[src/rtl/ce213_lab4_pkg.sv]
// Shared definitions for the Count1 stimulus generator: state codes and default sizing.
package ce213_lab4_pkg;

  localparam int LEN_W_DEF      = 3;
  localparam int GAP_CYCLES_DEF = 1;

  typedef enum logic [1:0] {
    S_IDLE = 2'b00,
    S_ONES = 2'b01,
    S_GAP  = 2'b10
  } genState_t;

  // Counter must hold the longest run and the longest gap (up to 15).
  function automatic int cntWidth(input int lenW);
    return (lenW > 4) ? lenW : 4;
  endfunction

endpackage

[src/rtl/gen_down_counter.sv]
// Loadable decrement-by-1 counter; shared between the ONES and GAP phases of the generator.
module gen_down_counter #(
  parameter int WIDTH = 4
) (
  input  logic             Clock,
  input  logic             Resetn,
  input  logic             load,
  input  logic             dec,
  input  logic [WIDTH-1:0] loadValue,
  output logic [WIDTH-1:0] count,
  output logic             isOne
);

  logic [WIDTH-1:0] countReg;

  always_ff @(posedge Clock or negedge Resetn) begin
    if (!Resetn) begin
      countReg <= '0;
    end else if (load) begin
      countReg <= loadValue;
    end else if (dec && (countReg != '0)) begin
      countReg <= countReg - WIDTH'(1);
    end
  end

  assign count = countReg;
  assign isOne = (countReg == WIDTH'(1));

endmodule

[src/rtl/ones_run_generator.sv]
// Emits RunLen consecutive 1s on W, then GAP_CYCLES 0s with Done in the last gap cycle.
module ones_run_generator
  import ce213_lab4_pkg::*;
#(
  parameter int LEN_W      = LEN_W_DEF,
  parameter int GAP_CYCLES = GAP_CYCLES_DEF
) (
  input  logic             Clock,
  input  logic             Resetn,
  input  logic             Start,
  input  logic [LEN_W-1:0] RunLen,
  output logic             Ready,
  output logic             W,
  output logic             Done,
  output logic             Busy
);

  localparam int CNT_W = cntWidth(LEN_W);

  genState_t        stateReg;
  genState_t        stateNext;
  logic [CNT_W-1:0] count;
  logic [CNT_W-1:0] loadVal;
  logic             loadEn;
  logic             decEn;
  logic             isOne;
  logic             nextIsOne;
  logic             wReg;
  logic             doneReg;

  gen_down_counter #(
    .WIDTH(CNT_W)
  ) uCounter (
    .Clock    (Clock),
    .Resetn   (Resetn),
    .load     (loadEn),
    .dec      (decEn),
    .loadValue(loadVal),
    .count    (count),
    .isOne    (isOne)
  );

  always_ff @(posedge Clock or negedge Resetn) begin
    if (!Resetn) begin
      stateReg <= S_IDLE;
    end else begin
      stateReg <= stateNext;
    end
  end

  always_comb begin
    stateNext = stateReg;
    loadEn    = 1'b0;
    decEn     = 1'b0;
    loadVal   = '0;
    case (stateReg)
      S_IDLE: begin
        if (Start) begin
          loadEn = 1'b1;
          if (RunLen != '0) begin
            stateNext = S_ONES;
            loadVal   = CNT_W'(RunLen);
          end else begin
            stateNext = S_GAP;
            loadVal   = CNT_W'(GAP_CYCLES);
          end
        end
      end
      S_ONES: begin
        if (isOne) begin
          stateNext = S_GAP;
          loadEn    = 1'b1;
          loadVal   = CNT_W'(GAP_CYCLES);
        end else begin
          decEn = 1'b1;
        end
      end
      S_GAP: begin
        decEn = 1'b1;
        if (isOne) begin
          stateNext = S_IDLE;
        end
      end
      default: begin
        stateNext = S_IDLE;
        loadEn    = 1'b1;
      end
    endcase
  end

  // Look ahead at the counter so Done lands in the final gap cycle from a register.
  always_comb begin
    nextIsOne = 1'b0;
    if (loadEn) begin
      nextIsOne = (loadVal == CNT_W'(1));
    end else if (decEn) begin
      nextIsOne = (count == CNT_W'(2));
    end else begin
      nextIsOne = isOne;
    end
  end

  always_ff @(posedge Clock or negedge Resetn) begin
    if (!Resetn) begin
      wReg    <= 1'b0;
      doneReg <= 1'b0;
    end else begin
      wReg    <= (stateNext == S_ONES);
      doneReg <= (stateNext == S_GAP) && nextIsOne;
    end
  end

  assign Ready = (stateReg == S_IDLE);
  assign Busy  = ~Ready;
  assign W     = wReg;
  assign Done  = doneReg;

endmodule

[config.mk]
export PLATFORM = sky130hd
export DESIGN_NAME = ones_run_generator
export DESIGN_NICKNAME = d
export VERILOG_FILES = /design/src/rtl/ce213_lab4_pkg.sv /design/src/rtl/gen_down_counter.sv /design/src/rtl/ones_run_generator.sv
export SDC_FILE = /design/constraint.sdc
export NUM_CORES = 1
export LEC_CHECK = 0
export CORE_AREA = 2 2 39 41
export DETAILED_ROUTE_END_ITERATION = 16
export DIE_AREA = 0 0 41 43
export PLACE_DENSITY = 0.76
export SLEW_MARGIN = 20
export SYNTH_ARGS = -nofsm -noshare
export SYNTH_HDL_FRONTEND = slang
export SYNTH_SLANG_ARGS = --single-unit
[constraint.sdc]
create_clock -name Clock -period 4.9 [get_ports Clock]
set_clock_uncertainty 0.05 [all_clocks]
set_input_delay 1.225 -clock Clock [delete_from_list [all_inputs] [get_ports Clock]]
set_output_delay 1.225 -clock Clock [all_outputs]
set_load 0.05 [all_outputs]
==> flow_summary.toml, run 1 <==
[route]
dr.first_iter.drc_count = 7
num_vias = 494
ant_nets = 0
drt-total-wl_mm = 1.19
dr.pass1.iters = 4
post-route-drc-count = 0
vias_per_cell = 5.37
wl_per_cell_microns = 13.0

[finish]
final_cells = 92
fill_cells = 133
num-nets-final = 91
diodes = 0
layout-drive-gt1-share = 0.0789
areaGrowthSynthToFinish_pct = 22.6

[sta]
hold_viol = 0
worstMarginPinSlew_ns = 0.493
setup_viol = 0
final.min_clock_period_ns = 3.23
fmax_mhz = 310
fin_crit_sh = 0.659
slew_headroom = 0.671
drv_slew = 0
fin_setup_tns_ns = 0
grt_setup_unrepaired = "false"

[worst_hold_path]
hold_class = "flop to flop"
hold_path_depth = 1

[place]
io_buffer_count = 9
dp.cells = 89
hpwl_mm = 1.02
place.gp.congestion = 0.848

[yosys]
synth_top_family_by_area = "compound AO/OA/AOI/OAI gates"
yosysWarnings = 0
synth-simple-area-share = 0.211
synth_compound_area_frac = 0.220
synth_area_sq_um = 587
ys_seq_area_frac = 0.341
synth_xor_xnor_area_share = 0.0299
synthMuxAreaShare = 0.0171
syn_inst = 64
ys_seq_elements = 8
syn_avg_cell_area_sq_um = 9.17
syn_nets = 77
synth_fa_ha_area_frac = 0.149
synth.distinct_cells = 26

[clock_network]
path_clk_slew_ns = 0.04
post_cts_buffers = 0
worstSkewPairLatency_ns = 0.24
clock_sinks = 8
cts_made_buffers = 3
cts_tree = "built"
h-tree-depth = 1
cts_hold_buf = 0
cts.repair.resized = 0
root_buffer = "clkbuf_4"
max-clock-path-buffers = 2

[critical_path]
reg2regPathDepth = 7
cp-end-kind = "primary output"
cp.arrival_ns = 1.95
start_kind = "flop"
required_ns = 3.62
path_class = "flop to primary output"
crit_fanout = 9

[grt]
grt_pass1_wl_mm = 2.08
grt_pass1_vias = 495
grt_usage = 0.175
antenna_found_initial = 0
overflow = 0
grt_max_degree = 10

[die]
initial_core_util = 0.424
die_h_microns = 43
io_pins = 10
dieArea_sq_um = 1760
num_rows = 14
core_area_sq_um = 1380
die_x_microns = 41

[pwr]
power.density_nw_per_um2 = 676
vdd.ir_drop.worst_mv = 0.296
power.leakage_nw = 0.342

[run]
drv_cap = 0

[run_status]
outcome = "complete, no violations"
[stage by stage]
stage / total power (W) / util / area (sq um) / setup slack, ns / hold WS (ns)
after floorplan: 0.000359 / - / 587 / 2.17 / 0.484
after global placement: 0.000434 / 0.504 / 697 / 1.95 / 0.523
after detailed placement: 0.000444 / 0.504 / 697 / 1.89 / 0.531
after CTS: 0.000492 / 0.520 / 719 / 1.67 / 0.542
after global routing: 0.000537 / 0.520 / 719 / 1.59 / 0.571
final: 0.000487 / 0.520 / 719 / 1.67 / 0.529
[critical path: stages, from the launching register on]
cell and delay [ns]:
dfrtp_1 0.43, inv_1 0.11, ha_1 0.32, clkdlybuf4s50_1 0.86
[metal layers]
layer	up-vias	part of all wire	GRT usage
met2	5	0.51	0.266
met4	0	0.012	0.0800
met1	228	0.47	0.230
met3	2	0.012	0.0366
met5	-	0	0
li1	259	-	-
[placed cells by master (no fill, tap or decap), types with 2 or more instances in the layout]
cell type / Yosys / routed
a21oi_1: 4 / 4
and3_1: 2 / 2
clkbuf_4: 0 / 3
clkdlybuf4s50_1: 0 / 9
dfrtp_1: 8 / 8
ha_1: 7 / 7
inv_1: 5 / 5
nand2_1: 5 / 5
nand3_1: 2 / 2
nor2_1: 6 / 6
nor3_1: 3 / 3
o21a_1: 2 / 2
o21ai_0: 4 / 4
xnor2_1: 2 / 2
[registers in the layout, summed over array words and instances, names as in the netlist]
name	count
uCounter.count	4
Done	1
W	1
stateReg	2
[cell usage after synthesis (all sizes together)]
| library cell | count | area share |
|---|---|---|
| a21bo | 1 | 0.017 |
| a21o | 1 | 0.013 |
| a21oi | 4 | 0.034 |
| a221o | 1 | 0.017 |
| a22o | 1 | 0.017 |
| and3 | 2 | 0.021 |
| dfrtp | 8 | 0.34 |
| ha | 7 | 0.15 |
| inv | 5 | 0.032 |
| mux2i | 1 | 0.017 |
| nand2 | 5 | 0.032 |
| nand3 | 2 | 0.017 |
| nand4 | 1 | 0.011 |
| nor2 | 6 | 0.038 |
| nor2b | 1 | 0.023 |
| nor3 | 3 | 0.026 |
| o2111ai | 1 | 0.015 |
| o211ai | 1 | 0.013 |
| o21a | 2 | 0.026 |
| o21ai | 4 | 0.034 |
| o311a | 1 | 0.017 |
| o32a | 1 | 0.017 |
| or3 | 1 | 0.011 |
| or3b | 1 | 0.015 |
| or4b | 1 | 0.017 |
| xnor2 | 2 | 0.030 |
[path summary, 6_finish.rpt]
check / startpoint / to / slack [ns]
max: stateReg[0]$_DFF_PN0_ / Ready / 1.67
min: uCounter.count[1]$_DFFE_PN0P_ / uCounter.count[1]$_DFFE_PN0P_ / 0.53
max reg2reg: uCounter.count[1]$_DFFE_PN0P_ / Done$_DFF_PN0_ / 2.84
min reg2reg: uCounter.count[1]$_DFFE_PN0P_ / uCounter.count[1]$_DFFE_PN0P_ / 0.53
max in group asynchronous: Resetn / uCounter.count[1]$_DFFE_PN0P_ / 3.34
min in group asynchronous: Resetn / uCounter.count[2]$_DFFE_PN0P_ / 1.21
[cell type report]
cell class	count	area (sq um)	area share
Clock buffer	3	22.5	0.0313
Multi-Input combinational cell	51	368	0.511
Timing Repair Buffer	9	90.1	0.125
Inverter	5	18.8	0.0261
Tap cell	16	20.0	0.0278
Sequential cell	8	200	0.278
[cells by family (layout without fill, tap and decap cells)]
kind of cell | after synthesis | count (layout)
adder cells (fa/ha/maj) | 7 | 7
multiplexers | 1 | 1
AO/OA/AOI/OAI | 18 | 18
flip-flops | 8 | 8
AND/OR/NAND/NOR | 23 | 23
buffers and inverters | 5 | 17
XOR/XNOR | 2 | 2
[where the power goes]
group / switching (W) / internal [W] / total (W) / leakage [nW]
registers: 0.0000272 / 0.0000935 / 0.000121 / 0.103
logic: 0.000185 / 0.000136 / 0.000321 / 0.226
clock network: 0.0000176 / 0.0000277 / 0.0000453 / 0.0138
Note: power is estimated with default switching activity, not from simulation.
==> run 2: changes to the inputs <==
==> constraint.sdc (replaced) <==
create_clock -name Clock -period 3.4 [get_ports Clock]
set_clock_uncertainty 0.05 [all_clocks]
set_input_delay 0.85 -clock Clock [delete_from_list [all_inputs] [get_ports Clock]]
set_output_delay 0.85 -clock Clock [all_outputs]
set_load 0.05 [all_outputs]
==> run 2 against run 1 <==
Worst setup slack got worse by 1.1 ns. Global-route usage grew 0.71 points. Sequential share of layout area unchanged. Non-clock buffer count stayed put. Sequential power grew 43%. Via count rose by 1.6%. Wire length fell by 0.84%. Clock power is 46% higher. Power is 44% higher. Final cell count stayed put. Register-to-register slack lost 1.5 ns. Combinational power is 44% higher. Largest cell class unchanged. Largest power group unchanged.
==> flow_summary.toml, run 2 (same netlist as run 1, synthesis figures left out) <==
[grt]
antenna_found_initial = 0
grt_usage = 0.182
overflow = 0
grt_pass1_wl_mm = 2.10
grt_pass1_vias = 499
grt_max_degree = 10

[sta]
slew_headroom = 0.672
fin_setup_tns_ns = 0
hold_viol = 0
drv_slew = 0
grt_setup_unrepaired = "false"
fmax_mhz = 351
worstMarginPinSlew_ns = 0.491
fin_crit_sh = 0.837
final.min_clock_period_ns = 2.85
setup_viol = 0

[critical_path]
required_ns = 2.50
path_class = "flop to primary output"
reg2reg_from = "uCounter.count[1]$_DFFE_PN0P_"
rr_endpoint = "Done$_DFF_PN0_"
cp.arrival_ns = 1.95
r2r_slack_ns = 1.34
start_kind = "flop"
reg2regPathDepth = 7
crit_fanout = 9
cp-end-kind = "primary output"

[die]
io_pins = 10
dieArea_sq_um = 1760
num_rows = 14
die_h_microns = 43
core_area_sq_um = 1380
die_x_microns = 41
initial_core_util = 0.424

[finish]
largest_reg_flops = 4
multi_input_area_sq_um = 368
seq_area_sq_um = 200
fill_cells = 122
final_cell_mix = "clkdlybuf4s50_1, dfrtp_1, ha_1, nor2_1"
mostFrequentLayoutCell = "clkdlybuf4s50_1"
diodes = 0
final_core_util = 0.520
num-nets-final = 91
layout-drive-gt1-share = 0.0789
areaGrowthSynthToFinish_pct = 22.6

[clock_network]
worstSkewPairLatency_ns = 0.24
root_buffer = "clkbuf_4"
post_cts_buffers = 0
cts_hold_buf = 0
cts.repair.resized = 0
clock_sinks = 8
cts_made_buffers = 3
max-clock-path-buffers = 2
h-tree-depth = 1
cts_tree = "built"
path_clk_slew_ns = 0.05

[route]
dr.pass1.iters = 4
wl_per_cell_microns = 12.9
vias_per_cell = 5.46
ant_nets = 0
dr.first_iter.drc_count = 6
num_vias = 502
drt-total-wl_mm = 1.18
post-route-drc-count = 0

[place]
place.gp.congestion = 0.848
hpwl_mm = 1.02
io_buffer_count = 9

[worst_hold_path]
hold_class = "flop to flop"
hold_path_depth = 1
worstHoldStart = "uCounter.count[1]$_DFFE_PN0P_"
min_to = "uCounter.count[1]$_DFFE_PN0P_"

[run]
drv_cap = 0

[run_status]
outcome = "complete, no violations"

[pwr]
vdd.ir_drop.worst_mv = 0.387
power.leakage_nw = 0.342
power.density_nw_per_um2 = 975
## run 2: cell counts in the layout (fill, tap and decap cells not counted)
Identical to the previous run, type by type.
## run 2: worst max path at each step
| stage | startpoint | to |
|---|---|---|
| after global placement | stateReg[1]$_DFF_PN0_ | Ready |
| after CTS | stateReg[0]$_DFF_PN0_ | Ready |
| after global routing | stateReg[1]$_DFF_PN0_ | Ready |
| after floorplan | stateReg[0]$_DFF_PN0_ | Busy |
| after detailed placement | Start | Done$_DFF_PN0_ |
| final | stateReg[0]$_DFF_PN0_ | Ready |
## run 2: through the flow
step | setup slack, ns | total power, W | hold slack [ns] | std cells | cell area (sq um)
floorplan | 1.04 | 0.000518 | 0.484 | 64 | 587
CTS | 0.539 | 0.000708 | 0.542 | 92 | 719
global placement | 0.827 | 0.000625 | 0.523 | 89 | 697
detailed placement | 0.762 | 0.000639 | 0.532 | 89 | 697
global route | 0.435 | 0.000774 | 0.572 | 92 | 719
finish | 0.553 | 0.000701 | 0.535 | 92 | 719
## run 2: worst max-delay path, cell delays in order (launching register included)
cell,delay (ns)
dfrtp_1,0.43
inv_1,0.11
ha_1,0.31
clkdlybuf4s50_1,0.85
## run 2: layout make-up
cell class              instances  area share
clock buffers                   3      0.0313
flip-flops and latches          8       0.278
well taps                      16      0.0278
inverters                       5      0.0261
multi-input cells              51       0.511
repair buffers                  9       0.125
## run 2: layer usage
| metal | vias up | track usage | wire length, microns |
|---|---|---|---|
| li1 | 258 | - | - |
| met1 | 227 | 0.233 | 529 |
| met2 | 13 | 0.256 | 592 |
| met3 | 4 | 0.0524 | 31 |
| met4 | 0 | 0.120 | 29 |
| met5 | - | 0 | 0 |
## run 2: where the power goes
group	switching [W]	internal, W	total [W]
clock network	0.0000263	0.0000400	0.0000663
registers	0.0000380	0.000135	0.000173
logic	0.000267	0.000195	0.000462
==> run 3: changes to the inputs <==
--- a/config.mk
+++ b/config.mk
@@ -5,10 +5,9 @@
 export SDC_FILE = /design/constraint.sdc
 export NUM_CORES = 1
 export LEC_CHECK = 0
-export CORE_AREA = 2 2 39 41
+export CORE_UTILIZATION = 45
 export DETAILED_ROUTE_END_ITERATION = 16
-export DIE_AREA = 0 0 41 43
-export PLACE_DENSITY = 0.76
+export PLACE_DENSITY = 0.8
 export SLEW_MARGIN = 20
 export SYNTH_ARGS = -nofsm -noshare
 export SYNTH_HDL_FRONTEND = slang
==> constraint.sdc (replaced) <==
create_clock -name Clock -period 2.43 [get_ports Clock]
set_clock_uncertainty 0.05 [all_clocks]
set_input_delay 0.6075 -clock Clock [delete_from_list [all_inputs] [get_ports Clock]]
set_output_delay 0.6075 -clock Clock [all_outputs]
set_load 0.05 [all_outputs]
==> run 3 against run 2 <==
Sequential power up 40%. First-iteration DRC count shrank 33%. Worst setup slack got worse by 0.19 ns. Final cell count decreased by 1.1%. Hold slack better by 0.0076 ns. Largest cell class unchanged.
==> flow_summary.toml, run 3 (same netlist as run 1, synthesis figures left out) <==
[place]
hpwl_microns = 934
dp_slack_ns = 0.161
io_buffer_count = 9
place.gp.congestion = 0.773
dp.cells = 88

[sta]
grt_setup_unrepaired = "false"
fin_crit_sh = 0.852
final.min_clock_period_ns = 2.07
fin_hold_ws_ns = 0.542
hold_viol = 0
fmax_mhz = 483
drv_slew = 0
fin_ws_ns = 0.360
setup_viol = 0
fin_setup_tns_ns = 0
slew_headroom = 0.669
worstMarginPinSlew_ns = 0.494

[die]
dieArea_sq_um = 1450
num_rows = 12
die_h_microns = 38.1
core_area_sq_um = 1160
die_x_microns = 38.1
io_pins = 10
initial_core_util = 0.508

[route]
num_vias = 506
dr.pass1.iters = 4
ant_nets = 0
dr.first_iter.drc_count = 4
post-route-drc-count = 0
vias_per_cell = 5.56
drt-total-wl_mm = 1.20
wl_per_cell_microns = 13.2

[grt]
overflow = 0
grt_pass1_vias = 480
grt_usage = 0.199
antenna_found_initial = 0
grt_max_degree = 10
grt_pass1_wl_mm = 1.96

[finish]
layout-drive-gt1-share = 0.117
fill_cells = 101
largest_reg_flops = 4
areaGrowthSynthToFinish_pct = 22.6
diodes = 0
mostFrequentLayoutCell = "dfrtp_1"
final_cells = 91
final_cell_mix = "dfrtp_1, ha_1, clkdlybuf4s50_1, nor2_1"
num-nets-final = 92

[worst_hold_path]
hold_class = "flop to flop"

[clock_network]
post_cts_buffers = 0
clock_sinks = 8
root_buffer = "clkbuf_4"
worstSkewPairLatency_ns = 0.24
max-clock-path-buffers = 2
cts.repair.resized = 0
h-tree-depth = 1
path_clk_slew_ns = 0.05
cts_hold_buf = 0
cts_tree = "built"
cts_made_buffers = 3

[pwr]
power.leakage_nw = 0.349
vdd.ir_drop.worst_mv = 0.607
power.density_nw_per_um2 = 1360

[run_status]
outcome = "complete, no violations"

[critical_path]
path_class = "flop to flop"
cp.arrival_ns = 2.15
required_ns = 2.51
crit_fanout = 5
cp-end-kind = "flop"
start_kind = "flop"

[run]
drv_cap = 0
[run 3: cell count changes in the layout (fill, tap and decap cells not counted)]
cell,before,now
buf_4,0,3
clkdlybuf4s50_1,9,7
[run 3: layout make-up]
type	instances	area, sq um	share of cell area
sequential	8	200	0.278
timing repair buffer	10	92.6	0.129
multi-input combinational	51	368	0.511
tap	14	17.5	0.0243
inverter	5	18.8	0.0261
clock buffer	3	22.5	0.0313
[run 3: per-layer routing]
layer  GRT usage  share of wire
met5           0              0
met4       0.161          0.023
met3      0.0174          0.023
met2       0.280           0.42
met1       0.274           0.53
[run 3: report_power, final]
| part | switching (W) | total [W] | internal [W] | leakage, nW |
|---|---|---|---|---|
| combinational | 0.000372 | 0.000638 | 0.000266 | 0.232 |
| sequential | 0.0000550 | 0.000243 | 0.000188 | 0.103 |
| clock | 0.0000387 | 0.0000948 | 0.0000561 | 0.0138 |
| total | 0.000465 | 0.000976 | 0.000510 | 0.349 |
[run 3: metrics by stage]
step           area, sq um   util  power [W]
2_1_floorplan          587      -   0.000725
4_1_cts                719  0.622   0.000980
3_3_place_gp           697  0.603   0.000867
6_report               719  0.622   0.000976
5_1_grt                719  0.622    0.00106
3_5_place_dp           697  0.603   0.000875
[run 3: path summary, 6_finish.rpt]
path,start,to,slack [ns],depth (start not counted)
max in group asynchronous,Resetn,Done$_DFF_PN0_,1.50,1
min,uCounter.count[1]$_DFFE_PN0P_,uCounter.count[1]$_DFFE_PN0P_,0.54,1
max reg2reg,uCounter.count[1]$_DFFE_PN0P_,Done$_DFF_PN0_,0.36,7
min in group asynchronous,Resetn,uCounter.count[0]$_DFFE_PN0P_,0.58,1
min reg2reg,uCounter.count[1]$_DFFE_PN0P_,uCounter.count[1]$_DFFE_PN0P_,0.54,1
max,uCounter.count[1]$_DFFE_PN0P_,Done$_DFF_PN0_,0.36,7
[run 3: worst max-delay path: stages (launching register included)]
cell and delay [ns]:
dfrtp_1 0.41, inv_1 0.09, ha_1 0.22, or3b_1 0.39
o21a_1 0.14, a221o_1 0.38, nor2b_4 0.14, and3_1 0.14
